==> src/rtl/pwm_capture.sv <==
// -----------------------------------------------------------------------------
// pwm_capture
//   Measures period and high time of up to CapWidth incoming PWM signals and
//   presents the results on the device bus as a read-only responder.
//
//   Each channel runs: 2-flop synchronizer -> (optional glitch filter) ->
//   edge detect -> IDLE/HIGH/LOW FSM with a saturating cycle counter ->
//   capture registers (period_q, high_q) plus sticky valid/ovf flags.
//
// Parameters
//   CapWidth    number of capture channels (1..16)
//   CapCtrSize  counter/result width in clk_i cycles (2..16)
//
// Configuration macro
//   PWM_CAPTURE_FILTER_EN  when defined, a per-channel glitch filter sits after
//                          the synchronizer: the filtered level follows the
//                          synchronized level only after they have differed for
//                          3 consecutive cycles. Pin-to-capture latency grows
//                          from 3 to 6 cycles; pulses under 3 cycles vanish.
//
// Ports
//   clk_i            clock
//   rst_ni           asynchronous active-low reset
//   device_req_i     bus request (one response per request)
//   device_addr_i    byte address, only [9:0] decoded
//   device_we_i      write enable; writes are accepted and ignored (read 0)
//   device_be_i      byte enables, ignored
//   device_wdata_i   write data, ignored
//   device_rvalid_o  response valid, one cycle after each request
//   device_rdata_o   registered read data, holds when there is no request
//   pwm_i            asynchronous PWM inputs
//
// Handshake
//   There is no back-pressure: a request sampled on a clk_i edge always
//   produces device_rvalid_o=1 with device_rdata_o valid for the following
//   cycle, so back-to-back requests each get their own response.
//
// Register map (addr[9:0])
//   0x000 + 4*i  CH_i    [31:16] period_q, [15:0] high_q (zero-extended)
//                        reading clears valid[i] and ovf[i]
//   0x100        STATUS  [CapWidth-1:0] valid, [16+CapWidth-1:16] ovf
//   other               read as 0
// -----------------------------------------------------------------------------
module pwm_capture #(
   parameter int CapWidth   = 4,
   parameter int CapCtrSize = 16
) (
   input  logic                clk_i,
   input  logic                rst_ni,
   input  logic                device_req_i,
   input  logic [31:0]         device_addr_i,
   input  logic                device_we_i,
   input  logic [3:0]          device_be_i,
   input  logic [31:0]         device_wdata_i,
   output logic                device_rvalid_o,
   output logic [31:0]         device_rdata_o,
   input  logic [CapWidth-1:0] pwm_i
);

   typedef enum logic [1:0] {
      IDLE = 2'd0,
      HIGH = 2'd1,
      LOW  = 2'd2
   } state_e;

   localparam logic [CapCtrSize-1:0] CtrMax = '1;
   localparam logic [CapCtrSize-1:0] CtrOne = CapCtrSize'(1);

   // ---------------------------------------------------------------------------
   // Input synchronizer
   // ---------------------------------------------------------------------------
   logic [CapWidth-1:0] sync1_q;
   logic [CapWidth-1:0] sync_q;

   always_ff @(posedge clk_i or negedge rst_ni) begin
      if (!rst_ni) begin
         sync1_q <= '0;
         sync_q  <= '0;
      end else begin
         sync1_q <= pwm_i;
         sync_q  <= sync1_q;
      end
   end

   // Level fed to the edge detector.
   logic [CapWidth-1:0] level;

`ifdef PWM_CAPTURE_FILTER_EN
   // Glitch filter: filt_q follows sync_q only after a 3-cycle disagreement.
   // The run counter restarts whenever the two agree again, so a short pulse
   // never reaches the edge detector.
   logic [CapWidth-1:0] filt_q;
   logic [1:0]          run_q [CapWidth];

   always_ff @(posedge clk_i or negedge rst_ni) begin
      if (!rst_ni) begin
         filt_q <= '0;
         for (int i = 0; i < CapWidth; i++) begin
            run_q[i] <= 2'd0;
         end
      end else begin
         for (int i = 0; i < CapWidth; i++) begin
            if (sync_q[i] != filt_q[i]) begin
               if (run_q[i] == 2'd2) begin
                  filt_q[i] <= sync_q[i];
                  run_q[i]  <= 2'd0;
               end else begin
                  run_q[i] <= run_q[i] + 2'd1;
               end
            end else begin
               run_q[i] <= 2'd0;
            end
         end
      end
   end

   assign level = filt_q;
`else
   assign level = sync_q;
`endif

   // ---------------------------------------------------------------------------
   // Edge detect
   // ---------------------------------------------------------------------------
   logic [CapWidth-1:0] level_d_q;
   logic [CapWidth-1:0] rise;
   logic [CapWidth-1:0] fall;

   assign rise = level & ~level_d_q;
   assign fall = ~level & level_d_q;

   // ---------------------------------------------------------------------------
   // Per-channel measurement state
   // ---------------------------------------------------------------------------
   state_e                state_q  [CapWidth];
   logic [CapCtrSize-1:0] ctr_q    [CapWidth];
   logic [CapCtrSize-1:0] hi_lat_q [CapWidth];
   logic [CapCtrSize-1:0] period_q [CapWidth];
   logic [CapCtrSize-1:0] high_q   [CapWidth];
   logic [CapWidth-1:0]   valid_q;
   logic [CapWidth-1:0]   ovf_q;

   // sat: counter hit all-ones while measuring; it takes priority over edges.
   // capture: a result (normal or saturated) is written this cycle.
   logic [CapWidth-1:0] sat;
   logic [CapWidth-1:0] capture;
   logic [CapWidth-1:0] rd_clr;

   always_comb begin
      sat     = '0;
      capture = '0;
      for (int i = 0; i < CapWidth; i++) begin
         sat[i]     = ((state_q[i] == HIGH) || (state_q[i] == LOW)) &&
                      (ctr_q[i] == CtrMax);
         capture[i] = sat[i] || ((state_q[i] == LOW) && rise[i]);
      end
   end

   always_ff @(posedge clk_i or negedge rst_ni) begin
      if (!rst_ni) begin
         level_d_q <= '0;
         valid_q   <= '0;
         ovf_q     <= '0;
         for (int i = 0; i < CapWidth; i++) begin
            state_q[i]  <= IDLE;
            ctr_q[i]    <= '0;
            hi_lat_q[i] <= '0;
            period_q[i] <= '0;
            high_q[i]   <= '0;
         end
      end else begin
         level_d_q <= level;
         for (int i = 0; i < CapWidth; i++) begin
            case (state_q[i])
               IDLE: begin
                  if (rise[i]) begin
                     state_q[i] <= HIGH;
                     ctr_q[i]   <= CtrOne;
                  end
               end
               HIGH: begin
                  if (sat[i]) begin
                     period_q[i] <= CtrMax;
                     high_q[i]   <= CtrMax;
                     state_q[i]  <= IDLE;
                  end else if (fall[i]) begin
                     hi_lat_q[i] <= ctr_q[i];
                     ctr_q[i]    <= ctr_q[i] + CtrOne;
                     state_q[i]  <= LOW;
                  end else begin
                     ctr_q[i] <= ctr_q[i] + CtrOne;
                  end
               end
               LOW: begin
                  // A rise in the saturation cycle is deliberately dropped.
                  if (sat[i]) begin
                     period_q[i] <= CtrMax;
                     high_q[i]   <= hi_lat_q[i];
                     state_q[i]  <= IDLE;
                  end else if (rise[i]) begin
                     period_q[i] <= ctr_q[i];
                     high_q[i]   <= hi_lat_q[i];
                     ctr_q[i]    <= CtrOne;
                     state_q[i]  <= HIGH;
                  end else begin
                     ctr_q[i] <= ctr_q[i] + CtrOne;
                  end
               end
               default: begin
                  state_q[i] <= IDLE;
               end
            endcase

            // A capture in the same cycle as a CH_i read beats the clear.
            if (capture[i]) begin
               valid_q[i] <= 1'b1;
            end else if (rd_clr[i]) begin
               valid_q[i] <= 1'b0;
            end

            if (sat[i]) begin
               ovf_q[i] <= 1'b1;
            end else if (rd_clr[i] && !capture[i]) begin
               ovf_q[i] <= 1'b0;
            end
         end
      end
   end

   // ---------------------------------------------------------------------------
   // Bus decode and read mux
   // ---------------------------------------------------------------------------
   logic [9:0]  offset;
   logic [5:0]  ch_idx;
   logic        is_ch;
   logic        is_status;
   logic [31:0] rd_word;

   assign offset    = device_addr_i[9:0];
   assign ch_idx    = offset[7:2];
   assign is_ch     = (offset[9:8] == 2'b00) && (offset[1:0] == 2'b00);
   assign is_status = (offset == 10'h100);

   always_comb begin
      rd_word = '0;
      rd_clr  = '0;
      if (is_status) begin
         rd_word[CapWidth-1:0]   = valid_q;
         rd_word[16 +: CapWidth] = ovf_q;
      end else if (is_ch) begin
         // Channel indices at or beyond CapWidth match nothing and read 0.
         for (int i = 0; i < CapWidth; i++) begin
            if (ch_idx == 6'(i)) begin
               rd_word[16 +: CapCtrSize] = period_q[i];
               rd_word[0 +: CapCtrSize]  = high_q[i];
               rd_clr[i] = device_req_i && !device_we_i;
            end
         end
      end
   end

   always_ff @(posedge clk_i or negedge rst_ni) begin
      if (!rst_ni) begin
         device_rvalid_o <= 1'b0;
         device_rdata_o  <= '0;
      end else begin
         device_rvalid_o <= device_req_i;
         if (device_req_i) begin
            device_rdata_o <= device_we_i ? 32'h0 : rd_word;
         end
      end
   end

   // Bus fields that carry no meaning for a read-only responder.
   logic unused_bus_bits;
   assign unused_bus_bits = ^{device_be_i, device_wdata_i, device_addr_i[31:10]};

endmodule
==> config.mk <==
export PLATFORM = sky130hd
export DESIGN_NAME = pwm_capture
export DESIGN_NICKNAME = d
export VERILOG_FILES = /design/src/rtl/pwm_capture.sv
export SDC_FILE = /design/constraint.sdc
export NUM_CORES = 1
export LEC_CHECK = 0
export CORE_UTILIZATION = 53
export DETAILED_ROUTE_END_ITERATION = 6
export GPL_TIMING_DRIVEN = 0
export PLACE_DENSITY = 0.73
export RECOVER_POWER = 50
export SYNTH_ARGS = -nofsm -noshare
export SYNTH_HDL_FRONTEND = slang
export SYNTH_SLANG_ARGS = --single-unit
==> constraint.sdc <==
create_clock -name clk_i -period 2.6 [get_ports clk_i]
set_input_delay 0.39 -clock clk_i [delete_from_list [all_inputs] [get_ports clk_i]]
set_output_delay 0.39 -clock clk_i [all_outputs]
set_load 0.02 [all_outputs]
==> Word-level counts from Yosys, hierarchy flattened <==
Index checks and enable logic that the tools add are counted.
{ "word_totals": {"regBits": 317, "inputBits": 76, "output_inout_bits": 33} }
{ "op_classes": {"n_addsub": 4, "n_eq_ne": 40, "n_mux": 100, "bitwise_logic": 8, "reduce_logical": 62} }
{ "op_table": {"columns": ["operator", "count"], "rows": [
  ["$mux W16", 36],
  ["$pmux W16 S2", 8],
  ["$mux W32", 6],
  ["$pmux W16 S3", 4],
  ["$add A16 B1 Y16 const B", 4],
  ["$eq A16 B16 Y1 const B", 4],
  ["$mux W2", 16],
  ["$ne A2 B2 Y1 const B", 16],
  ["$mux W12", 2],
  ["$ne A3 B3 Y1 const B", 8],
  ["$pmux W2 S3", 4],
  ["$reduce_and A3 Y1", 8],
  ["$reduce_bool A2 Y1", 12],
  ["$mux W1", 20],
  ["$mux W4", 4],
  ["$reduce_and A4 Y1", 4],
  ["$logic_and A1 B1 Y1", 14],
  ["$eq A6 B2 Y1 const B", 2],
  ["$logic_not A2 Y1", 6],
  ["$reduce_bool A3 Y1", 4],
  ["$eq A10 B9 Y1 const B", 1],
  ["$and A4 B4 Y4", 2],
  ["$eq A2 B1 Y1 const B", 4],
  ["$eq A2 B2 Y1 const B", 4],
  ["6 further kinds", 21]
]} }

==> Logic depth before layout (Yosys ltp) <==
{ "depth": {"depth_word": 8, "depth_mapped": 10, "ltp_nobuf": 7} }

==> Least setup slack after synthesis <==
No wires, ideal clock.
{ "synth_timing": {"path_type": "register -> register", "start": "reg state_q[7] (netlist bit)", "end": "reg high_q[50] (netlist bit)", "t_arrival_ns": 2.387, "t_required_ns": 2.475, "setup_slack_ns": 0.088, "path_stages_with_launch": 10, "path_buffers": 2, "synth_period_minus_slack_ns": 2.512, "cell_sequence": "dfrtp_1 -> inv_1 -> ha_1 -> inv_1 -> or4_1 -> buf_2 -> or2_4 -> a21oi_4 -> buf_6 -> mux2_2"} }
{ "synth_via": {"elab_chain_cells": 5, "word_cells_on_any_way": 10, "cone_classes": "4 x eq/ne; 2 x mux; 4 x reduce/logical"} }
{ "synth_rtl": {"columns": ["item", "line_no", "text"], "rows": [
  ["start: declaration", "135", "state_e state_q [CapWidth];"],
  ["start signal: indexed assignment", "165", "state_q[i] <= IDLE;"],
  ["start signal: indexed assignment", "177", "state_q[i] <= HIGH;"],
  ["start signal: indexed assignment", "185", "state_q[i] <= IDLE;"],
  ["$eq A2 B1 Y1 / $eq A2 B2 Y1 (equally long branches)", "153, 174", null],
  ["$logic_or A1 B1 Y1", "153", "sat[i] = ((state_q[i] == HIGH) || (state_q[i] == LOW)) &&"],
  ["$logic_and A1 B1 Y1", "153", null],
  ["$ne A3 B3 Y1 (no line) (tied with other cells)", null, null],
  ["$reduce_and A3 Y1 (no line) / $pmux W16 S2 (equally long branches)", null, null],
  ["end signal: indexed assignment", "184", "high_q[i] <= CtrMax;"],
  ["end signal: indexed assignment", "198", "high_q[i] <= hi_lat_q[i];"],
  ["end signal: indexed assignment", "202", "high_q[i] <= hi_lat_q[i];"],
  ["end: declaration", "139", "logic [CapCtrSize-1:0] high_q [CapWidth];"]
]} }
Several ways; a longest one is shown, not always the timed one.
A chain may end at the register's enable or synchronous reset.

==> Worst setup path in the final report <==
{ "layout_timing": {"start": "reg state_q[6] (netlist bit)", "end": "reg high_q[51] (netlist bit)"} }
Same word-level chain as after synthesis.

==> flow_summary.yaml <==
global_route:
  grt_max_degree: 127
  grt_overflow: 0
  grt_pass1_wl_um: 62240
  grt_util_all_layers: 0.2755
  antenna_found_initial: 0
  grt_pass1_vias: 11220
logic_synthesis:
  synth_top_area_frac: 0.5209
  synth_area_um2: 15230
  ys_ff_latch: 317
  synth_fp_nets: 1495
  seq_area_frac_synth: 0.5209
  synthCells: 1399
  synth_cell_types: 70
  synthArstFlopShare: 1.000
  yosysTopAreaCell: "dfrtp_1"
  yosys_warnings: 0
  synth_area_leaders: "dfrtp_1 52%, mux2_2 12%, nand2b_1 3.2%"
  post-synth-top-count-cell: "dfrtp_1"
  synth_edf_count: 0
  synthTopCellsByCount: "317 x dfrtp_1, 169 x mux2_2, 80 x nand2_1"
  synthFlopType: "dfrtp_1"
  syn-mean-instance-area_um2: 10.89
final_layout:
  fill_cells: 2230
  finalNetCount: 1612
  seqCellArea_um2: 7943
  layout-drive-gt1-share: 0.2200
  multiInputGateArea_um2: 6857
  area_delta_synth_final_pct: 17.60
  diodes: 0
clock_tree:
  cts.sinks: 317
  cts_buffers: 35
  cts_tree: "built"
  h-tree-depth: 2
  clock_path_buffers: 3
  path_clk_slew_ns: 0.06
  clock_latency_ns: 0.52
  cts_root_buf: "clkbuf_16"
detailed_routing:
  dr.pass1.iters: 6
  vias: 11800
  drtIter0Drc: 1024
  antenna_left: 0
  avgViaCountPerCell: 6.151
  drt-total-wl_um: 39960
  routedWlPerCell_um: 20.82
  drc: 0
critical_path:
  required_ns: 2.99
  worst_setup_path_start_kind: "flop"
  crit_type: "reg2reg"
  cp.arrival_ns: 2.91
  cp_max_fo: 8
  endpoint_kind: "flop"
placement:
  port_buffers: 50
  gp_congestion: 0.9379
  dp_hpwl_um: 28010
timing:
  setup_violations: 0
  hold_viol: 0
  fin_worst_skew_ns: 0.01088
  maxSlewViolCount: 0
  max_freq_mhz: 397.1
  whs_ns: 0.3488
  period_needed_ns: 2.518
  slew_headroom: 0.3213
  period_share: 0.9685
  worst_pin_slew_ns: 1.009
hold_path:
  hold_class: "reg2reg"
floorplanning:
  coreArea_um2: 28010
  die_w_um: 171.5
  io_pins: 109
  die_y_um: 171.5
  dieArea_um2: 29420
  start_util: 0.5437
  row_count: 61
run_status:
  status: "complete, no violations"
power_and_ir_drop:
  ir_worst_vdd_uv: 533.4
  power_density_nw_per_um2: 947.9
  total_power_mw: 16.98
  power_leakage_nw: 7.188
job:
  drv_cap: 0
[flip-flops by register name, summed over array words and instances (netlist names)]
signal           count
level                4
period_q            64
ovf_q                4
valid_q              4
device_rdata_o      32
state_q              8
device_rvalid_o      1
high_q              64
sync1_q              4
hi_lat_q            64
ctr_q               64
level_d_q            4
[path summary, 6_finish.rpt]
check / startpoint / endpoint / slack (ns) / cells after the start
hold reg to reg: sync1_q[0]$_DFF_PN0_ / level[0]$_DFF_PN0_ / 0.35 / 0
min in group asynchronous: rst_ni / ctr_q[41]$_DFFE_PN0P_ / 0.46 / 2
setup / recovery: state_q[6]$_DFFE_PN0P_ / high_q[51]$_DFFE_PN0P_ / 0.08 / 9
hold / removal: sync1_q[0]$_DFF_PN0_ / level[0]$_DFF_PN0_ / 0.35 / 0
max in group asynchronous: rst_ni / ctr_q[16]$_DFFE_PN0P_ / 0.51 / 4
setup reg to reg: state_q[6]$_DFFE_PN0P_ / high_q[51]$_DFFE_PN0P_ / 0.08 / 9
[critical path: stages, from the launching register on]
cell	delay, ns
dfrtp_1	0.36
inv_2	0.06
ha_4	0.27
inv_2	0.05
or4_4	0.57
or2_4	0.29
a21oi_4	0.14
buf_12	0.16
buf_6	0.14
mux2_2	0.34
[cell families (layout without fill, tap and decap cells)]
family | Yosys count | in the layout | synth area share
buffers and inverters | 147 | 289 | 0.04026
multiplexers | 180 | 180 | 0.1322
adder cells (fa/ha/maj) | 20 | 20 | 0.01643
AND/OR/NAND/NOR | 423 | 423 | 0.1472
XOR/XNOR | 1 | 1 | 0.0005752
AO/OA/AOI/OAI | 311 | 311 | 0.1425
flip-flops | 317 | 317 | 0.5209
[what timing repair did]
item	CTS	global route
resized for setup	36	39
buffers inserted	7	20
cloned	1	2
hold buffers	1	0
setup endpoints to repair	192	199
endpoints found under the hold margin	87	0
pin swaps	2	7
[power by group]
| group | internal (mW) | total, mW | switching [mW] |
|---|---|---|---|
| sequential | 5.93 | 6.72 | 0.786 |
| combinational | 2.33 | 5.34 | 3.01 |
| clock | 2.95 | 4.92 | 1.96 |
| total | 11.2 | 17.0 | 5.75 |
[metal layers]
layer	wire length, um	vias to the layer above	global-route usage	share of wire
met5	0	-	0	0
met4	884	0	0.07803	0.022
met3	2351	75	0.04441	0.059
met2	19070	431	0.4431	0.48
met1	17660	5956	0.3856	0.44
li1	-	5342	-	-
[cell usage in the layout (no fill, tap or decap), types with 6 or more instances in the layout]
cell | synthesis | layout
o21ai_0 | 71 | 71
nand4_1 | 17 | 17
o22a_1 | 35 | 35
o22ai_1 | 41 | 41
nor4_1 | 9 | 8
nor2_1 | 76 | 75
o32ai_1 | 19 | 19
clkinv_2 | 0 | 7
dfrtp_1 | 317 | 309
dfrtp_2 | 0 | 8
o31ai_1 | 9 | 8
inv_1 | 74 | 71
mux2_2 | 169 | 169
a21oi_1 | 41 | 37
nand2b_1 | 79 | 79
clkdlybuf4s50_1 | 0 | 11
and2_1 | 6 | 6
buf_2 | 19 | 11
nand3_1 | 55 | 54
dlygate4sd3_1 | 0 | 39
buf_4 | 4 | 32
clkbuf_8 | 0 | 9
clkbuf_1 | 43 | 44
and3_1 | 10 | 10
a211o_1 | 6 | 6
nand2_1 | 80 | 76
or2_2 | 7 | 7
or4_1 | 31 | 29
o21a_1 | 14 | 14
clkbuf_16 | 0 | 39
mux2i_1 | 11 | 11
a22o_1 | 12 | 12
o211ai_1 | 11 | 11
ha_1 | 20 | 15
nor3_1 | 27 | 26
a32o_1 | 6 | 6
[final cells by class]
class	count	area share
Sequential cell	317	0.4435
Multi-Input combinational cell	935	0.3828
Clock buffer	54	0.06029
Timing Repair Buffer	83	0.04688
Tap cell	378	0.02641
Buffer	69	0.02075
Inverter	75	0.01572
Clock inverter	8	0.003633
[through the flow]
step                      worst slack, ns  cells  setup TNS [ns]  utilization  area (um2)
after floorplan                   0.08790   1399               0            -       15230
after global placement             -12.50   1827        -3985.91       0.5785       16200
after detailed placement          -0.3991   1829          -36.98       0.5806       16260
after CTS                       0.0001263   1900               0       0.6290       17620
after global routing            -0.007690   1919        -0.01165       0.6394       17910
final                             0.08197   1919               0       0.6394       17910
No activity file was read; power rests on OpenSTA's default activity.
